--- config.mk ---
export PLATFORM = sky130hd
export DESIGN_NAME = calc_driver
export DESIGN_NICKNAME = d
export VERILOG_FILES = /design/src/rtl/calc_pkg.sv /design/src/rtl/calc_cmd_fifo.sv /design/src/rtl/calc_driver.sv
export SDC_FILE = /design/constraint.sdc
export NUM_CORES = 1
export LEC_CHECK = 0
export CORE_MARGIN = 1.5
export CORE_UTILIZATION = 34
export DETAILED_ROUTE_END_ITERATION = 8
export DONT_BUFFER_PORTS = 1
export PLACE_DENSITY = 0.52
export SETUP_SLACK_MARGIN = 0.2
export SYNTH_ARGS = -nofsm -noshare
export SYNTH_HDL_FRONTEND = slang
export SYNTH_SLANG_ARGS = --single-unit
--- constraint.sdc ---
create_clock -name calc_clock -period 3.83 [get_ports calc_clock]
set_clock_uncertainty 0.05 [all_clocks]
set_input_delay 0.766 -clock calc_clock [delete_from_list [all_inputs] [get_ports calc_clock]]
set_output_delay 0.766 -clock calc_clock [all_outputs]
set_load 0.01 [all_outputs]
--- src/rtl/calc_pkg.sv ---
// Shared encodings for the calculator command driver: opcodes, response status,
// driver FSM states and the opcode legality check.
package calc_pkg;

    localparam int OPCODE_W = 3;
    localparam int STATUS_W = 2;

    typedef enum logic [OPCODE_W-1:0] {
        OP_NOP  = 3'd0,
        OP_SUM  = 3'd1,
        OP_MULT = 3'd2,
        OP_SUB  = 3'd3,
        OP_SQRT = 3'd4,
        OP_DIV  = 3'd5
    } opcode_e;

    typedef enum logic [STATUS_W-1:0] {
        ST_OK      = 2'd0,
        ST_OVF     = 2'd1,
        ST_ILLEGAL = 2'd2
    } status_e;

    typedef enum logic [1:0] {
        S_IDLE,
        S_ISSUE,
        S_SAMPLE,
        S_RESP
    } state_e;

    // DIV exists in the encoding but the calculator behind this driver cannot run it.
    function automatic logic is_issuable(input logic [OPCODE_W-1:0] opcode);
        case (opcode)
            OP_SUM, OP_MULT, OP_SUB, OP_SQRT: return 1'b1;
            default:                          return 1'b0;
        endcase
    endfunction

endpackage

--- src/rtl/calc_cmd_fifo.sv ---
// Small synchronous command FIFO with combinational head read and full/empty flags.
module calc_cmd_fifo
    import calc_pkg::*;
#(
    parameter int WIDTH = 8,
    parameter int DEPTH = 4
) (
    input  logic             clk_i,
    input  logic             rst_ni,
    input  logic             push_i,
    input  logic [WIDTH-1:0] wdata_i,
    input  logic             pop_i,
    output logic [WIDTH-1:0] rdata_o,
    output logic             full_o,
    output logic             empty_o
);

    localparam int AW = $clog2(DEPTH);
    localparam logic [AW:0] FULL_COUNT = (AW + 1)'(DEPTH);

    logic [WIDTH-1:0] mem_q [DEPTH];
    logic [AW-1:0]    wr_ptr_q, wr_ptr_d;
    logic [AW-1:0]    rd_ptr_q, rd_ptr_d;
    logic [AW:0]      count_q, count_d;
    logic             push_ok, pop_ok;

    assign full_o  = (count_q == FULL_COUNT);
    assign empty_o = (count_q == '0);
    assign rdata_o = mem_q[rd_ptr_q];

    // A push while full is only honoured when the head leaves in the same cycle.
    assign push_ok = push_i && (!full_o || pop_i);
    assign pop_ok  = pop_i && !empty_o;

    always_comb begin
        wr_ptr_d = wr_ptr_q;
        rd_ptr_d = rd_ptr_q;
        count_d  = count_q;
        if (push_ok) begin
            wr_ptr_d = wr_ptr_q + AW'(1);
        end
        if (pop_ok) begin
            rd_ptr_d = rd_ptr_q + AW'(1);
        end
        case ({push_ok, pop_ok})
            2'b10:   count_d = count_q + (AW + 1)'(1);
            2'b01:   count_d = count_q - (AW + 1)'(1);
            default: count_d = count_q;
        endcase
    end

    always_ff @(posedge clk_i or negedge rst_ni) begin
        if (!rst_ni) begin
            wr_ptr_q <= '0;
            rd_ptr_q <= '0;
            count_q  <= '0;
        end else begin
            wr_ptr_q <= wr_ptr_d;
            rd_ptr_q <= rd_ptr_d;
            count_q  <= count_d;
        end
    end

    always_ff @(posedge clk_i) begin
        if (push_ok) begin
            mem_q[wr_ptr_q] <= wdata_i;
        end
    end

endmodule

--- src/rtl/calc_driver.sv ---
// Command-side initiator: queues tagged commands, drives them into the calculator
// for its two-cycle sampling window, and returns a tagged result with status.
module calc_driver
    import calc_pkg::*;
#(
    parameter int DW    = 32,
    parameter int DEPTH = 4,
    parameter int TW    = 4
) (
    input  logic            calc_clock,
    input  logic            calc_rst,
    input  logic            cmd_valid,
    output logic            cmd_ready,
    input  logic [2:0]      cmd_opcode,
    input  logic [DW-1:0]   cmd_op1,
    input  logic [DW-1:0]   cmd_op2,
    input  logic            cmd_sel,
    input  logic [TW-1:0]   cmd_tag,
    output logic            rsp_valid,
    input  logic            rsp_ready,
    output logic [2*DW-1:0] rsp_result,
    output logic [1:0]      rsp_status,
    output logic [TW-1:0]   rsp_tag,
    output logic [2:0]      calc_opcode,
    output logic [DW-1:0]   calc_op_in1,
    output logic [DW-1:0]   calc_op_in2,
    output logic            calc_op_in_sel,
    input  logic [2*DW-1:0] calc_result,
    input  logic            calc_valid_res
);

    localparam int FW = OPCODE_W + 2 * DW + 1 + TW;

    logic [FW-1:0]   fifo_rdata;
    logic            fifo_full, fifo_empty, fifo_push, fifo_pop;
    logic [2:0]      head_opc;
    logic [DW-1:0]   head_op1, head_op2;
    logic            head_sel;
    logic [TW-1:0]   head_tag;

    state_e          state_q, state_d;
    logic [2:0]      opc_q, opc_d;
    logic [DW-1:0]   op1_q, op1_d;
    logic [DW-1:0]   op2_q, op2_d;
    logic            sel_q, sel_d;
    logic [TW-1:0]   tag_q, tag_d;
    logic            ovf_q, ovf_d;
    logic            rsp_valid_q, rsp_valid_d;
    logic [2*DW-1:0] rsp_result_q, rsp_result_d;
    status_e         rsp_status_q, rsp_status_d;
    logic [TW-1:0]   rsp_tag_q, rsp_tag_d;

    assign cmd_ready = !fifo_full;
    assign fifo_push = cmd_valid && cmd_ready;
    assign fifo_pop  = (state_q == S_IDLE) && !fifo_empty;
    assign {head_opc, head_op1, head_op2, head_sel, head_tag} = fifo_rdata;

    calc_cmd_fifo #(
        .WIDTH (FW),
        .DEPTH (DEPTH)
    ) u_fifo (
        .clk_i   (calc_clock),
        .rst_ni  (calc_rst),
        .push_i  (fifo_push),
        .wdata_i ({cmd_opcode, cmd_op1, cmd_op2, cmd_sel, cmd_tag}),
        .pop_i   (fifo_pop),
        .rdata_o (fifo_rdata),
        .full_o  (fifo_full),
        .empty_o (fifo_empty)
    );

    always_comb begin
        state_d      = state_q;
        opc_d        = opc_q;
        op1_d        = op1_q;
        op2_d        = op2_q;
        sel_d        = sel_q;
        tag_d        = tag_q;
        ovf_d        = ovf_q;
        rsp_valid_d  = rsp_valid_q;
        rsp_result_d = rsp_result_q;
        rsp_status_d = rsp_status_q;
        rsp_tag_d    = rsp_tag_q;
        case (state_q)
            S_IDLE: begin
                if (!fifo_empty) begin
                    opc_d = head_opc;
                    op1_d = head_op1;
                    op2_d = head_op2;
                    sel_d = head_sel;
                    tag_d = head_tag;
                    if (is_issuable(head_opc)) begin
                        state_d = S_ISSUE;
                    end else begin
                        rsp_valid_d  = 1'b1;
                        rsp_result_d = '0;
                        rsp_status_d = ST_ILLEGAL;
                        rsp_tag_d    = head_tag;
                        state_d      = S_RESP;
                    end
                end
            end
            S_ISSUE: begin
                // Overflow is only flagged while the calculator sees the first cycle of inputs.
                ovf_d   = !calc_valid_res;
                state_d = S_SAMPLE;
            end
            S_SAMPLE: begin
                rsp_valid_d  = 1'b1;
                rsp_result_d = ovf_q ? '0 : calc_result;
                rsp_status_d = ovf_q ? ST_OVF : ST_OK;
                rsp_tag_d    = tag_q;
                state_d      = S_RESP;
            end
            S_RESP: begin
                if (rsp_ready) begin
                    rsp_valid_d = 1'b0;
                    state_d     = S_IDLE;
                end
            end
            default: state_d = S_IDLE;
        endcase
    end

    always_ff @(posedge calc_clock or negedge calc_rst) begin
        if (!calc_rst) begin
            state_q      <= S_IDLE;
            opc_q        <= '0;
            op1_q        <= '0;
            op2_q        <= '0;
            sel_q        <= 1'b0;
            tag_q        <= '0;
            ovf_q        <= 1'b0;
            rsp_valid_q  <= 1'b0;
            rsp_result_q <= '0;
            rsp_status_q <= ST_OK;
            rsp_tag_q    <= '0;
        end else begin
            state_q      <= state_d;
            opc_q        <= opc_d;
            op1_q        <= op1_d;
            op2_q        <= op2_d;
            sel_q        <= sel_d;
            tag_q        <= tag_d;
            ovf_q        <= ovf_d;
            rsp_valid_q  <= rsp_valid_d;
            rsp_result_q <= rsp_result_d;
            rsp_status_q <= rsp_status_d;
            rsp_tag_q    <= rsp_tag_d;
        end
    end

    // Operand lines keep their last values; only the opcode marks an active request.
    assign calc_opcode    = (state_q == S_ISSUE || state_q == S_SAMPLE) ? opc_q : '0;
    assign calc_op_in1    = op1_q;
    assign calc_op_in2    = op2_q;
    assign calc_op_in_sel = sel_q;

    assign rsp_valid  = rsp_valid_q;
    assign rsp_result = rsp_result_q;
    assign rsp_status = rsp_status_q;
    assign rsp_tag    = rsp_tag_q;

endmodule

==> summary by stage <==
Global routing
The first-pass GRT wire length is 56200 um. The total routing resource utilization after global routing is 14.8%. The leftover overflow at the end of global routing is 0. The number of global-route vias before repair is 8927. The initial antenna violation count is 1. Entering global routing, the biggest net connects 154 pins.

Power
The highest ir drop seen on vdd is 394 uV. Combinational logic burns 26.4% of the power. The leakage power is 7.10 nW. The switching part of the total power is 34.1%. The power per cell area is 875 nW/um^2. The part of the power in registers is 45.8%. In this run the power spent charging and discharging nets is 0.00573 W. The internal power is 0.0111 W. The share of total power dissipated in the clock network is 27.8%.

STA
The period utilization is 75.6%. Setup slack closes at 0.936 ns. Setup violations remaining at the end of the flow were counted as 0.

For the finished layout, the period the worst path requires is 2.89 ns. The worst slew slack as a fraction of its limit is 34.0%. Setup repair after global routing left no endpoint under its margin. The final number of hold-violating endpoints came to 153. The final setup TNS is 0 ns. The final count of pins violating max slew is 0. The maximum clock rate is 346 MHz. For the pin with the worst max-slew slack, the measured transition is 0.991 ns. Hold timing on the final database bottoms out at a slack of -0.166 ns.

Clock tree
The cell sitting at the root of the clock tree is a clkbuf_16. The clock latency on the worst-skew pair is 0.59 ns. The CTS H-tree depth is 2.

Clock tree synthesis found a total of 441 sinks. The CTS clock-pin slew for the worst setup and hold paths is 0.06 ns. The TritonCTS buffer count is 49. No sink is reached through more buffers than the 3 on the longest clock path.

TritonCTS built the clock tree.

Detailed routing
Across all layers, the routed design uses 8722 vias. After detailed routing, the average wire length per cell comes to 21.2 um. After detailed routing, the total wire length is 37800 um. The pre-antenna-repair detailed-routing pass consisted of 6 iterations.

The number of DRC violations after detailed-routing iteration 0 is 485. In the routed layout, each cell is associated on average with a via count of 4.89. The count of antenna-violating nets left after detailed routing is 0.

In the routed design, unresolved DRC markers number 0.

Yosys
The most used flip-flop cell after synthesis is edfxtp_1. The synthesized design contains 441 register bits. During synthesis, Yosys emitted a total of 0 warnings. After synthesis, the largest area contributor takes up 51.4% of total cell area. The instance count of the mapped netlist is 1068. Yosys mapped a number of flops with a built-in enable equal to 288. Ranked by total cell area, the synthesized netlist is headed by edfxtp_1, dfrtp_1, mux4_2, nand2_1, o22ai_1. The synthesized netlist contains 36 unique library cells. Counting every net in the synthesized netlist gives 1221. A synthesized cell averages 15.7 um^2. After synthesis, the share of flip-flops with an asynchronous set or reset is 34.7%. The synthesized netlist occupies a cell area of 16800 um^2. The library cell occupying the most area in the post-synthesis netlist is edfxtp_1. Sequential elements use 74.2% of the synthesized area.

Floorplanning
The number of standard-cell rows in the floorplan is 81. The floorplan step defined a die boundary enclosing 50800 um^2. The effective utilization at floorplan is 34.4%.

The number of top-level pins is 281. The region available for standard cell placement spans 48800 um^2. The chip width is 225 um. In this run the vertical extent of the chip is 225 um.

Place
Prior to clock tree synthesis, the placed netlist has a worst setup slack of 0.889 ns. The placed cell area is 17500 um^2. Detailed placement finished with a half-perimeter wire length of 22000 um. The congestion estimate from routability-driven global placement came to 0.730. Port buffering added 0 buffers.

Run status
The final reports fail on negative hold slack. The run finished, with violations left.

Layout
Summing all non-filler instances in the final layout gives an area of 19200 um^2. At the end of the flow, the number of nets in the layout was 1232. The fraction of final layout cells sized beyond drive strength 1 is 18.1%. The number of antenna diodes in the final layout is 0. From synthesis to final layout, the design area changed by 14.0%.

Job
Across the run, the number of max-cap violations was 0.

Setup path
The classification of the worst setup path is reg2reg. STA classifies the critical path endpoint as a flip-flop. The arrival time of the worst setup path is 3.28 ns. The worst setup path is launched from a flip-flop. In this run the worst path has a maximum fanout of 31. The required time at the endpoint of the critical path is 4.21 ns.

Worst hold path
The worst hold path belongs to the class in2async.
==> synthesized netlist by cell type (4+ instances only) <==
library cell,n
nand2_1,344
buf_6,11
and3_1,4
mux2i_1,10
mux2_2,10
inv_1,12
o22ai_2,9
buf_1,8
o22ai_1,56
buf_2,7
ha_1,11
dfrtp_1,153
and2_1,4
xnor2_1,4
mux4_2,68
edfxtp_1,288
o21ai_0,10
clkbuf_1,34
==> layer usage <==
layer  GRT usage, %  vias up  part of all wire (%)
met5              0        -                     0
met4           4.29        0                   2.2
met3           6.98       57                    11
met2           23.5      298                    46
met1           17.9     4461                    40
li1               -     3906                     -
==> cell usage in the layout, fill, tap and decap left out, types with 3 or more instances in the layout <==
cell type / instances
nand2_1: 343
edfxtp_1: 288
dfrtp_1: 151
mux4_2: 68
o22ai_1: 56
clkbuf_16: 50
buf_4: 19
inv_1: 12
ha_1: 11
clkinv_2: 11
clkbuf_1: 11
mux2i_1: 10
mux2_2: 10
o21ai_0: 10
o22ai_2: 9
clkinvlp_4: 6
clkbuf_8: 6
and2_1: 4
and3_4: 4
xnor2_1: 4
bufinv_16: 3
==> logic make-up (layout without fill, tap and decap cells) <==
kind of cell    after synthesis  count (layout)  share of synthesized area, %
simple gates                363             363                          8.45
flops                       441             441                          74.2
fa+ha+maj                    12              12                         0.938
buf+inv                      74             126                          2.26
compound gates               84              84                          3.46
xor+xnor                      6               6                         0.313
mux                          88              88                          10.4
==> area by class of cell <==
type	instances	area (um^2)
timing repair buffer	21	183
sequential	441	12500
multi-input combinational	553	4000
tap	664	831
inverter	13	48.8
clock buffer	67	1380
clock inverter	25	249
fill	4547	29700
==> path summary, 6_finish.rpt <==
kind,start,to,slack [ns],depth (start not counted)
max in group asynchronous,calc_rst,calc_op_in2[8]$_DFFE_PN0N_,3.64,0
min in group calc_clock,cmd_op1[3],u_fifo.mem_q[1][40]$_DFFE_PP_,0.21,0
worst max-delay path,u_fifo.rd_ptr_q[1]$_DFFE_PN0P_,rsp_result[35]$_DFFE_PN0P_,0.94,5
worst max register to register,u_fifo.rd_ptr_q[1]$_DFFE_PN0P_,rsp_result[35]$_DFFE_PN0P_,0.94,5
worst min-delay path,calc_rst,rsp_result[26]$_DFFE_PN0P_,-0.17,0
worst min register to register,opc_q[0]$_DFFE_PN0N_,opc_q[0]$_DFFE_PN0N_,0.42,2
==> per-stage QoR <==
stage | util (%) | hold WS (ns) | power [W] | std cells
global placement | 35.9 | 0.408 | 0.0123 | 1692
finish | 39.2 | -0.166 | 0.0168 | 1784
floorplan | - | 0.388 | 0.0111 | 1068
CTS | 39.2 | -0.222 | 0.0171 | 1784
detailed placement | 35.9 | 0.410 | 0.0124 | 1692
global route | 39.2 | -0.216 | 0.0178 | 1784
==> sequential cells by signal, summed over array words and instances (netlist names), 3 cells and up <==
name / flops
tag_q: 4
u_fifo.count_q: 3
opc_q: 3
u_fifo.mem_q: 288
calc_op_in1: 32
rsp_result: 64
calc_op_in2: 32
rsp_tag: 4
==> worst max-delay path: stages, from the launching register on <==
cell,delay (ns)
dfrtp_4,0.68
mux4_2,0.44
nor4_2,0.48
or2_2,0.59
buf_4,0.37
o22ai_1,0.13
==> power by group through the flow <==
stage / Clock, W / Combinational, W / Sequential [W]
after floorplan: 0 / 0.00361 / 0.00745
after global placement: 0 / 0.00450 / 0.00778
after detailed placement: 0 / 0.00456 / 0.00781
after CTS: 0.00482 / 0.00456 / 0.00772
after global routing: 0.00499 / 0.00498 / 0.00786
final: 0.00467 / 0.00442 / 0.00769
==> timing repair <==
item | 4_1_cts | 5_1_grt
buffers inserted | 0 | 0
hold endpoints to repair | 153 | 153
gates resized for setup | 0 | 0
Power figures use the tool's default switching activity.
